File: src/rtl/mtimer_pkg.sv
// Register map, reset values and helpers for the TL-UL machine timer.
package mtimer_pkg;

  localparam logic [4:0] MTIMER_CTRL_OFFSET        = 5'h00;
  localparam logic [4:0] MTIMER_PRESCALE_OFFSET    = 5'h04;
  localparam logic [4:0] MTIMER_MTIME_LO_OFFSET    = 5'h08;
  localparam logic [4:0] MTIMER_MTIME_HI_OFFSET    = 5'h0C;
  localparam logic [4:0] MTIMER_MTIMECMP_LO_OFFSET = 5'h10;
  localparam logic [4:0] MTIMER_MTIMECMP_HI_OFFSET = 5'h14;
  localparam logic [4:0] MTIMER_INTR_STATE_OFFSET  = 5'h18;
  localparam logic [4:0] MTIMER_INTR_ENABLE_OFFSET = 5'h1C;

  localparam logic [63:0] MTIMER_MTIMECMP_RST = 64'hFFFF_FFFF_FFFF_FFFF;

  typedef struct packed {
    logic        ctrl_en;
    logic [31:0] prescale;
    logic [63:0] mtime;
    logic [63:0] mtimecmp;
    logic        intr_state;
    logic        intr_enable;
  } mtimer_reg_t;

  localparam mtimer_reg_t MTIMER_REG_RST = '{
    ctrl_en:     1'b0,
    prescale:    32'h0,
    mtime:       64'h0,
    mtimecmp:    MTIMER_MTIMECMP_RST,
    intr_state:  1'b0,
    intr_enable: 1'b0
  };

  function automatic logic [31:0] mask_merge(logic [31:0] old, logic [31:0] wdata,
                                             logic [3:0] be);
    logic [31:0] bitmask;
    for (int i = 0; i < 4; i++) bitmask[8*i +: 8] = {8{be[i]}};
    return (old & ~bitmask) | (wdata & bitmask);
  endfunction

endpackage

File: src/rtl/tlul_pkg.sv
// Minimal TL-UL request/response types shared by crossbar devices.
package tlul_pkg;

  localparam logic [2:0] PutFullData    = 3'h0;
  localparam logic [2:0] PutPartialData = 3'h1;
  localparam logic [2:0] Get            = 3'h4;

  localparam logic [2:0] AccessAck     = 3'h0;
  localparam logic [2:0] AccessAckData = 3'h1;

  typedef struct packed {
    logic        a_valid;
    logic [2:0]  a_opcode;
    logic [2:0]  a_param;
    logic [1:0]  a_size;
    logic [7:0]  a_source;
    logic [31:0] a_address;
    logic [3:0]  a_mask;
    logic [31:0] a_data;
    logic        d_ready;
  } tl_h2d_t;

  typedef struct packed {
    logic        d_valid;
    logic [2:0]  d_opcode;
    logic [2:0]  d_param;
    logic [1:0]  d_size;
    logic [7:0]  d_source;
    logic        d_sink;
    logic [31:0] d_data;
    logic        d_error;
    logic        a_ready;
  } tl_d2h_t;

endpackage

File: src/rtl/mtimer_tick_gen.sv
// Prescaled tick pulse for mtime. With MTIMER_PRESCALER_EN undefined the tick is
// simply the enable, and clear/prescale are ignored.
module mtimer_tick_gen
  import mtimer_pkg::*;
#(
  parameter int unsigned PrescaleW = 12
) (
  input  logic                 clk_i,
  input  logic                 rst_ni,
  input  logic                 enable_i,
  input  logic                 clear_i,
  input  logic [PrescaleW-1:0] prescale_i,
  output logic                 tick_o
);

`ifdef MTIMER_PRESCALER_EN
  logic [PrescaleW-1:0] cnt_q, cnt_d;

  // Counter freezes (not clears) while disabled; a PRESCALE write restarts it.
  always_comb begin
    cnt_d  = cnt_q;
    tick_o = enable_i & (cnt_q == prescale_i);
    if (clear_i) begin
      cnt_d = '0;
    end else if (tick_o) begin
      cnt_d = '0;
    end else if (enable_i) begin
      cnt_d = cnt_q + PrescaleW'(1);
    end
  end

  always_ff @(posedge clk_i or negedge rst_ni) begin
    if (!rst_ni) begin
      cnt_q <= '0;
    end else begin
      cnt_q <= cnt_d;
    end
  end
`else
  logic unused_tick;
  assign unused_tick = ^{clk_i, rst_ni, clear_i, prescale_i};
  assign tick_o      = enable_i;
`endif

endmodule

File: src/rtl/tlul_mtimer.sv
// TL-UL machine timer: 64-bit mtime/mtimecmp with level interrupt. The optional
// tick prescaler is built only when MTIMER_PRESCALER_EN is defined.
module tlul_mtimer
  import tlul_pkg::*;
  import mtimer_pkg::*;
#(
  parameter int unsigned AW        = 8,
  parameter int unsigned PrescaleW = 12
) (
  input  logic    clk_i,
  input  logic    rst_ni,
  input  tl_h2d_t tl_i,
  output tl_d2h_t tl_o,
  output logic    intr_timer_o
);

  localparam logic [31:0] PrescaleMask = 32'((64'd1 << PrescaleW) - 64'd1);

  mtimer_reg_t reg_q, reg_d;
  logic [31:0] shadow_q, shadow_d;

  logic        rsp_pending_q, rsp_pending_d;
  logic [2:0]  rsp_opcode_q, rsp_opcode_d;
  logic [7:0]  rsp_source_q, rsp_source_d;
  logic [1:0]  rsp_size_q, rsp_size_d;
  logic [31:0] rsp_data_q, rsp_data_d;
  logic        rsp_error_q, rsp_error_d;

  logic [AW-1:0] off;
  logic [4:0]    reg_off;
  logic          a_acc, is_get, is_put, req_err, wr_en, rd_en;
  logic [31:0]   rdata;
  logic          tick, prescale_clr, cmp_hit;

  logic unused_tl;
  assign unused_tl = ^{tl_i.a_param, tl_i.a_address};

  assign a_acc   = tl_i.a_valid & ~rsp_pending_q;
  assign is_get  = (tl_i.a_opcode == Get);
  assign is_put  = (tl_i.a_opcode == PutFullData) | (tl_i.a_opcode == PutPartialData);
  assign off     = tl_i.a_address[AW-1:0];
  assign reg_off = off[4:0];
  // Every aligned offset below 0x20 is a register, so range + alignment covers decode.
  assign req_err = (off[1:0] != 2'b00) | ((off >> 5) != '0) | ~(is_get | is_put);
  assign wr_en   = a_acc & ~req_err & is_put;
  assign rd_en   = a_acc & ~req_err & is_get;
  assign cmp_hit = (reg_q.mtime >= reg_q.mtimecmp);

  mtimer_tick_gen #(
    .PrescaleW(PrescaleW)
  ) u_tick_gen (
    .clk_i     (clk_i),
    .rst_ni    (rst_ni),
    .enable_i  (reg_q.ctrl_en),
    .clear_i   (prescale_clr),
    .prescale_i(reg_q.prescale[PrescaleW-1:0]),
    .tick_o    (tick)
  );

  // Bus writes override the tick increment; a compare hit overrides W1C.
  always_comb begin
    reg_d        = reg_q;
    shadow_d     = shadow_q;
    prescale_clr = 1'b0;
    if (tick) reg_d.mtime = reg_q.mtime + 64'd1;
    if (cmp_hit) reg_d.intr_state = 1'b1;
    if (wr_en) begin
      case (reg_off)
        MTIMER_CTRL_OFFSET: begin
          if (tl_i.a_mask[0]) reg_d.ctrl_en = tl_i.a_data[0];
        end
        MTIMER_PRESCALE_OFFSET: begin
`ifdef MTIMER_PRESCALER_EN
          reg_d.prescale = mask_merge(reg_q.prescale, tl_i.a_data, tl_i.a_mask) & PrescaleMask;
          prescale_clr   = 1'b1;
`endif
        end
        MTIMER_MTIME_LO_OFFSET: begin
          reg_d.mtime = {reg_q.mtime[63:32],
                         mask_merge(reg_q.mtime[31:0], tl_i.a_data, tl_i.a_mask)};
        end
        MTIMER_MTIME_HI_OFFSET: begin
          reg_d.mtime = {mask_merge(reg_q.mtime[63:32], tl_i.a_data, tl_i.a_mask),
                         reg_q.mtime[31:0]};
        end
        MTIMER_MTIMECMP_LO_OFFSET: begin
          reg_d.mtimecmp[31:0] = mask_merge(reg_q.mtimecmp[31:0], tl_i.a_data, tl_i.a_mask);
        end
        MTIMER_MTIMECMP_HI_OFFSET: begin
          reg_d.mtimecmp[63:32] = mask_merge(reg_q.mtimecmp[63:32], tl_i.a_data, tl_i.a_mask);
        end
        MTIMER_INTR_STATE_OFFSET: begin
          if (tl_i.a_mask[0] & tl_i.a_data[0] & ~cmp_hit) reg_d.intr_state = 1'b0;
        end
        MTIMER_INTR_ENABLE_OFFSET: begin
          if (tl_i.a_mask[0]) reg_d.intr_enable = tl_i.a_data[0];
        end
        default: ;
      endcase
    end
    if (rd_en && (reg_off == MTIMER_MTIME_LO_OFFSET)) shadow_d = reg_q.mtime[63:32];
  end

  always_comb begin
    rdata = '0;
    case (reg_off)
      MTIMER_CTRL_OFFSET:        rdata = {31'b0, reg_q.ctrl_en};
      MTIMER_PRESCALE_OFFSET:    rdata = reg_q.prescale;
      MTIMER_MTIME_LO_OFFSET:    rdata = reg_q.mtime[31:0];
      MTIMER_MTIME_HI_OFFSET:    rdata = shadow_q;
      MTIMER_MTIMECMP_LO_OFFSET: rdata = reg_q.mtimecmp[31:0];
      MTIMER_MTIMECMP_HI_OFFSET: rdata = reg_q.mtimecmp[63:32];
      MTIMER_INTR_STATE_OFFSET:  rdata = {31'b0, reg_q.intr_state};
      MTIMER_INTR_ENABLE_OFFSET: rdata = {31'b0, reg_q.intr_enable};
      default:                   rdata = '0;
    endcase
  end

  always_comb begin
    rsp_pending_d = rsp_pending_q;
    rsp_opcode_d  = rsp_opcode_q;
    rsp_source_d  = rsp_source_q;
    rsp_size_d    = rsp_size_q;
    rsp_data_d    = rsp_data_q;
    rsp_error_d   = rsp_error_q;
    if (rsp_pending_q && tl_i.d_ready) rsp_pending_d = 1'b0;
    if (a_acc) begin
      rsp_pending_d = 1'b1;
      rsp_opcode_d  = is_get ? AccessAckData : AccessAck;
      rsp_source_d  = tl_i.a_source;
      rsp_size_d    = tl_i.a_size;
      rsp_data_d    = rd_en ? rdata : 32'h0;
      rsp_error_d   = req_err;
    end
  end

  always_ff @(posedge clk_i or negedge rst_ni) begin
    if (!rst_ni) begin
      reg_q         <= MTIMER_REG_RST;
      shadow_q      <= '0;
      rsp_pending_q <= 1'b0;
      rsp_opcode_q  <= AccessAck;
      rsp_source_q  <= '0;
      rsp_size_q    <= '0;
      rsp_data_q    <= '0;
      rsp_error_q   <= 1'b0;
    end else begin
      reg_q         <= reg_d;
      shadow_q      <= shadow_d;
      rsp_pending_q <= rsp_pending_d;
      rsp_opcode_q  <= rsp_opcode_d;
      rsp_source_q  <= rsp_source_d;
      rsp_size_q    <= rsp_size_d;
      rsp_data_q    <= rsp_data_d;
      rsp_error_q   <= rsp_error_d;
    end
  end

  always_comb begin
    tl_o          = '0;
    tl_o.d_valid  = rsp_pending_q;
    tl_o.d_opcode = rsp_opcode_q;
    tl_o.d_size   = rsp_size_q;
    tl_o.d_source = rsp_source_q;
    tl_o.d_data   = rsp_data_q;
    tl_o.d_error  = rsp_error_q;
    tl_o.a_ready  = ~rsp_pending_q;
  end

  assign intr_timer_o = reg_q.intr_state & reg_q.intr_enable;

endmodule

File: config.mk
export PLATFORM = sky130hd
export DESIGN_NAME = tlul_mtimer
export DESIGN_NICKNAME = d
export VERILOG_FILES = /design/src/rtl/mtimer_pkg.sv /design/src/rtl/tlul_pkg.sv /design/src/rtl/mtimer_tick_gen.sv /design/src/rtl/tlul_mtimer.sv
export SDC_FILE = /design/constraint.sdc
export NUM_CORES = 1
export LEC_CHECK = 0
export ABC_CLOCK_PERIOD_IN_PS = 3950
export BUFFER_PORTS_ARGS = -buffer_cell sky130_fd_sc_hd__clkbuf_2
export CORE_MARGIN = 8
export CORE_UTILIZATION = 38
export CTS_BUF_LIST = sky130_fd_sc_hd__clkbuf_8
export DETAILED_ROUTE_END_ITERATION = 10
export GPL_TIMING_DRIVEN = 0
export PLACE_DENSITY = 0.66
export SYNTH_ARGS = -nofsm -noshare
export SYNTH_HDL_FRONTEND = slang
export SYNTH_SLANG_ARGS = --single-unit
export TNS_END_PERCENT = 100
File: constraint.sdc
create_clock -name clk_i -period 3.95 [get_ports clk_i]
set_input_delay 0.395 -clock clk_i [delete_from_list [all_inputs] [get_ports clk_i]]
set_output_delay 0.395 -clock clk_i [all_outputs]
set_load 0.1 [all_outputs]
==> results.cfg <==
[run_status]
status = finished, final reports clean

[hold_path]
holdCritStartpoint = tl_i[0]
hp-class = in2reg
whs_path_depth = 2
holdPathEnd = rsp_pending_q

[power_and_ir_drop]
switching_power_w = 0.00135
power_frac_seq_pct = 46.0
pwr_density_cell_mw_per_mm2 = 336
internal-power_w = 0.00340
power.share.switching_pct = 28.5
power_frac_comb_pct = 11.2
vdd_drop_max_uv = 195
clkPwrFrac_pct = 42.7
power_w = 0.00475
leakagePower_nw = 6.07

[synth]
synth_seq_area_share_pct = 43.1
synth_cell_types = 73
syn_avg_cell_area_um2 = 9.92
yosys_warnings = 0
synthFlopType = dfrtp_1
syn_inst = 1236
syn_area_mm2 = 0.0123
synth_top_area_share_pct = 29.4
yosys-top-cells-area = dfrtp_1, dfstp_2, mux2_2, ha_1, nand2_1
synth_top_area_cell = dfrtp_1
synthArstFlopShare_pct = 100
synth-edff-count = 0
synth_seq_cells = 208

[detailed_routing]
final_antenna_net_count = 0
first_pass_iters = 5
via_per_inst = 5.88
wl_per_cell_um = 22.5
drt_iter0_drc = 1068
drcViolationCount = 0
vias = 10722
drt_wl_total_mm = 41.0

[timing]
worst_pin_slew_ns = 1.09
fmax_mhz = 296
finalSetupTns_ns = 0
relSlewSlack_pct = 26.8
hold-worst-slack_ns = 0.0595
rsz0062_at_grt = no
period_share_pct = 85.6
period_needed_ns = 3.38
setup-violations-final = 0
drv_slew = 0
skew_ns = 0.0213
hold_viol = 0

[critical_path]
path_class = reg2reg
reg2reg_from = rsp_pending_q
crit_start = rsp_pending_q
arrival_ns = 3.85
startpoint_type = register
reg2reg_depth = 5
cp_max_fo = 8
r2r_slack_ns = 0.57
end_kind = register
cp.required_ns = 4.42

[cts]
clk_pin_slew_ns = 0.06
cts_buffers = 38
post_cts.repair.setup_buffers = 0
cts_tree = yes
clockBufferDepth = 3
ctsHoldBuffers = 1
cts_sinks = 208
cts_root_buf = clkbuf_8
clkLatencyLatePin_ns = 0.55
cts_max_level = 2
ctsResizeCount = 0

[floorplanning]
die_area_mm2 = 0.0383
start_util_pct = 38.8
core_area_mm2 = 0.0316
fp.dieH_um = 196
ios = 141
num_rows = 65
fp.dieW_um = 196

[cells_and_area]
seqCellArea_mm2 = 0.00529
layout_commonest_cell = dfrtp_1
final_cell_mix = dfrtp_1, mux2_2, nand2_1, clkbuf_2, inv_1
multiInputGateArea_mm2 = 0.00642
drive_gt1_share_pct = 28.2
final_cells = 1822
final_cell_area_mm2 = 0.0141
fillers = 3064
n_antenna_cell = 0
areaGrowthSynthToFinish_pct = 15.4
nets = 1543

[global_routing]
grt_max_degree = 102
grt_overflow_total = 0
grt_pass1_wl_mm = 63.4
gr-usage-all-layers_pct = 21.0
antenna_found_initial = 2
grt_pass1_vias = 10688

[job]
maxCapViolCount = 0

[place]
hpwl_mm = 30.8
dpl-instance-area_mm2 = 0.0134
dp.cells = 1751
finalWeightedCongestion = 0.942
portBuffers = 106
layout make-up:
| class | instances | share of cell area, % |
|---|---|---|
| clock buffers | 46 | 4.48 |
| multi-input cells | 897 | 45.4 |
| well taps | 402 | 3.56 |
| plain buffers | 58 | 1.95 |
| repair buffers | 109 | 4.27 |
| clock inverters | 24 | 0.867 |
| flip-flops and latches | 208 | 37.4 |
| inverters | 78 | 2.07 |
cells in the mapped netlist (all sizes together) (36+ instances only):
| cell | number |
|---|---|
| nand2 | 132 |
| inv | 78 |
| clkbuf | 36 |
| nand3 | 53 |
| nor2 | 76 |
| ha | 65 |
| mux2 | 134 |
| dfrtp | 144 |
| a21oi | 62 |
| dfstp | 64 |
| o21ai | 69 |
worst max-delay path, cell delays in order (launching register included):
cell and delay, ns:
dfrtp_1 0.42, nor4b_4 0.51, nand3_1 0.38, nor4_2 0.94
nand2_1 0.60, mux2_2 0.44
layer usage:
layer	track usage (%)	wire length, um	vias to the layer above
met1	27.4	17600	5254
li1	-	-	4885
met2	33.2	18300	472
met4	8.87	1540	4
met3	4.57	3420	107
met5	0	28	-
how the worst max path moves through the flow:
stage / end / depth (start not counted) / slack [ns]
floorplan: reg_q[108] / 7 / 1.79
global placement: rsp_data_q[23] / 1 / -1.73
detailed placement: register / 6 / 0.38
CTS: register / 5 / 0.72
global route: register / 5 / 0.51
finish: register / 5 / 0.57
through the flow:
| stage | util (%) | setup slack [ns] |
|---|---|---|
| 4_1_cts | 44.7 | 0.716 |
| 6_report | 44.7 | 0.569 |
| 2_1_floorplan | - | 1.79 |
| 3_5_place_dp | 42.3 | 0.382 |
| 5_1_grt | 44.7 | 0.511 |
| 3_3_place_gp | 42.1 | -1.73 |
cells by family after synthesis:
logic type	Yosys count	synth area share (%)
AO/OA/AOI/OAI	273	15.2
other	1	0.0306
adder cells (fa/ha/maj)	65	6.63
buffers and inverters	136	4.63
multiplexers	146	13.3
AND/OR/NAND/NOR	401	16.7
flip-flops	208	43.1
XOR/XNOR	6	0.429
power groups by stage:
stage               Sequential (W)  Clock (W)  Combinational (W)
finish                     0.00219    0.00203           0.000533
global route               0.00219    0.00217           0.000562
CTS                        0.00219    0.00207           0.000538
detailed placement         0.00222          0           0.000535
global placement           0.00222          0           0.000524
floorplan                  0.00240          0           0.000169
No activity file was read; power rests on OpenSTA's default activity.
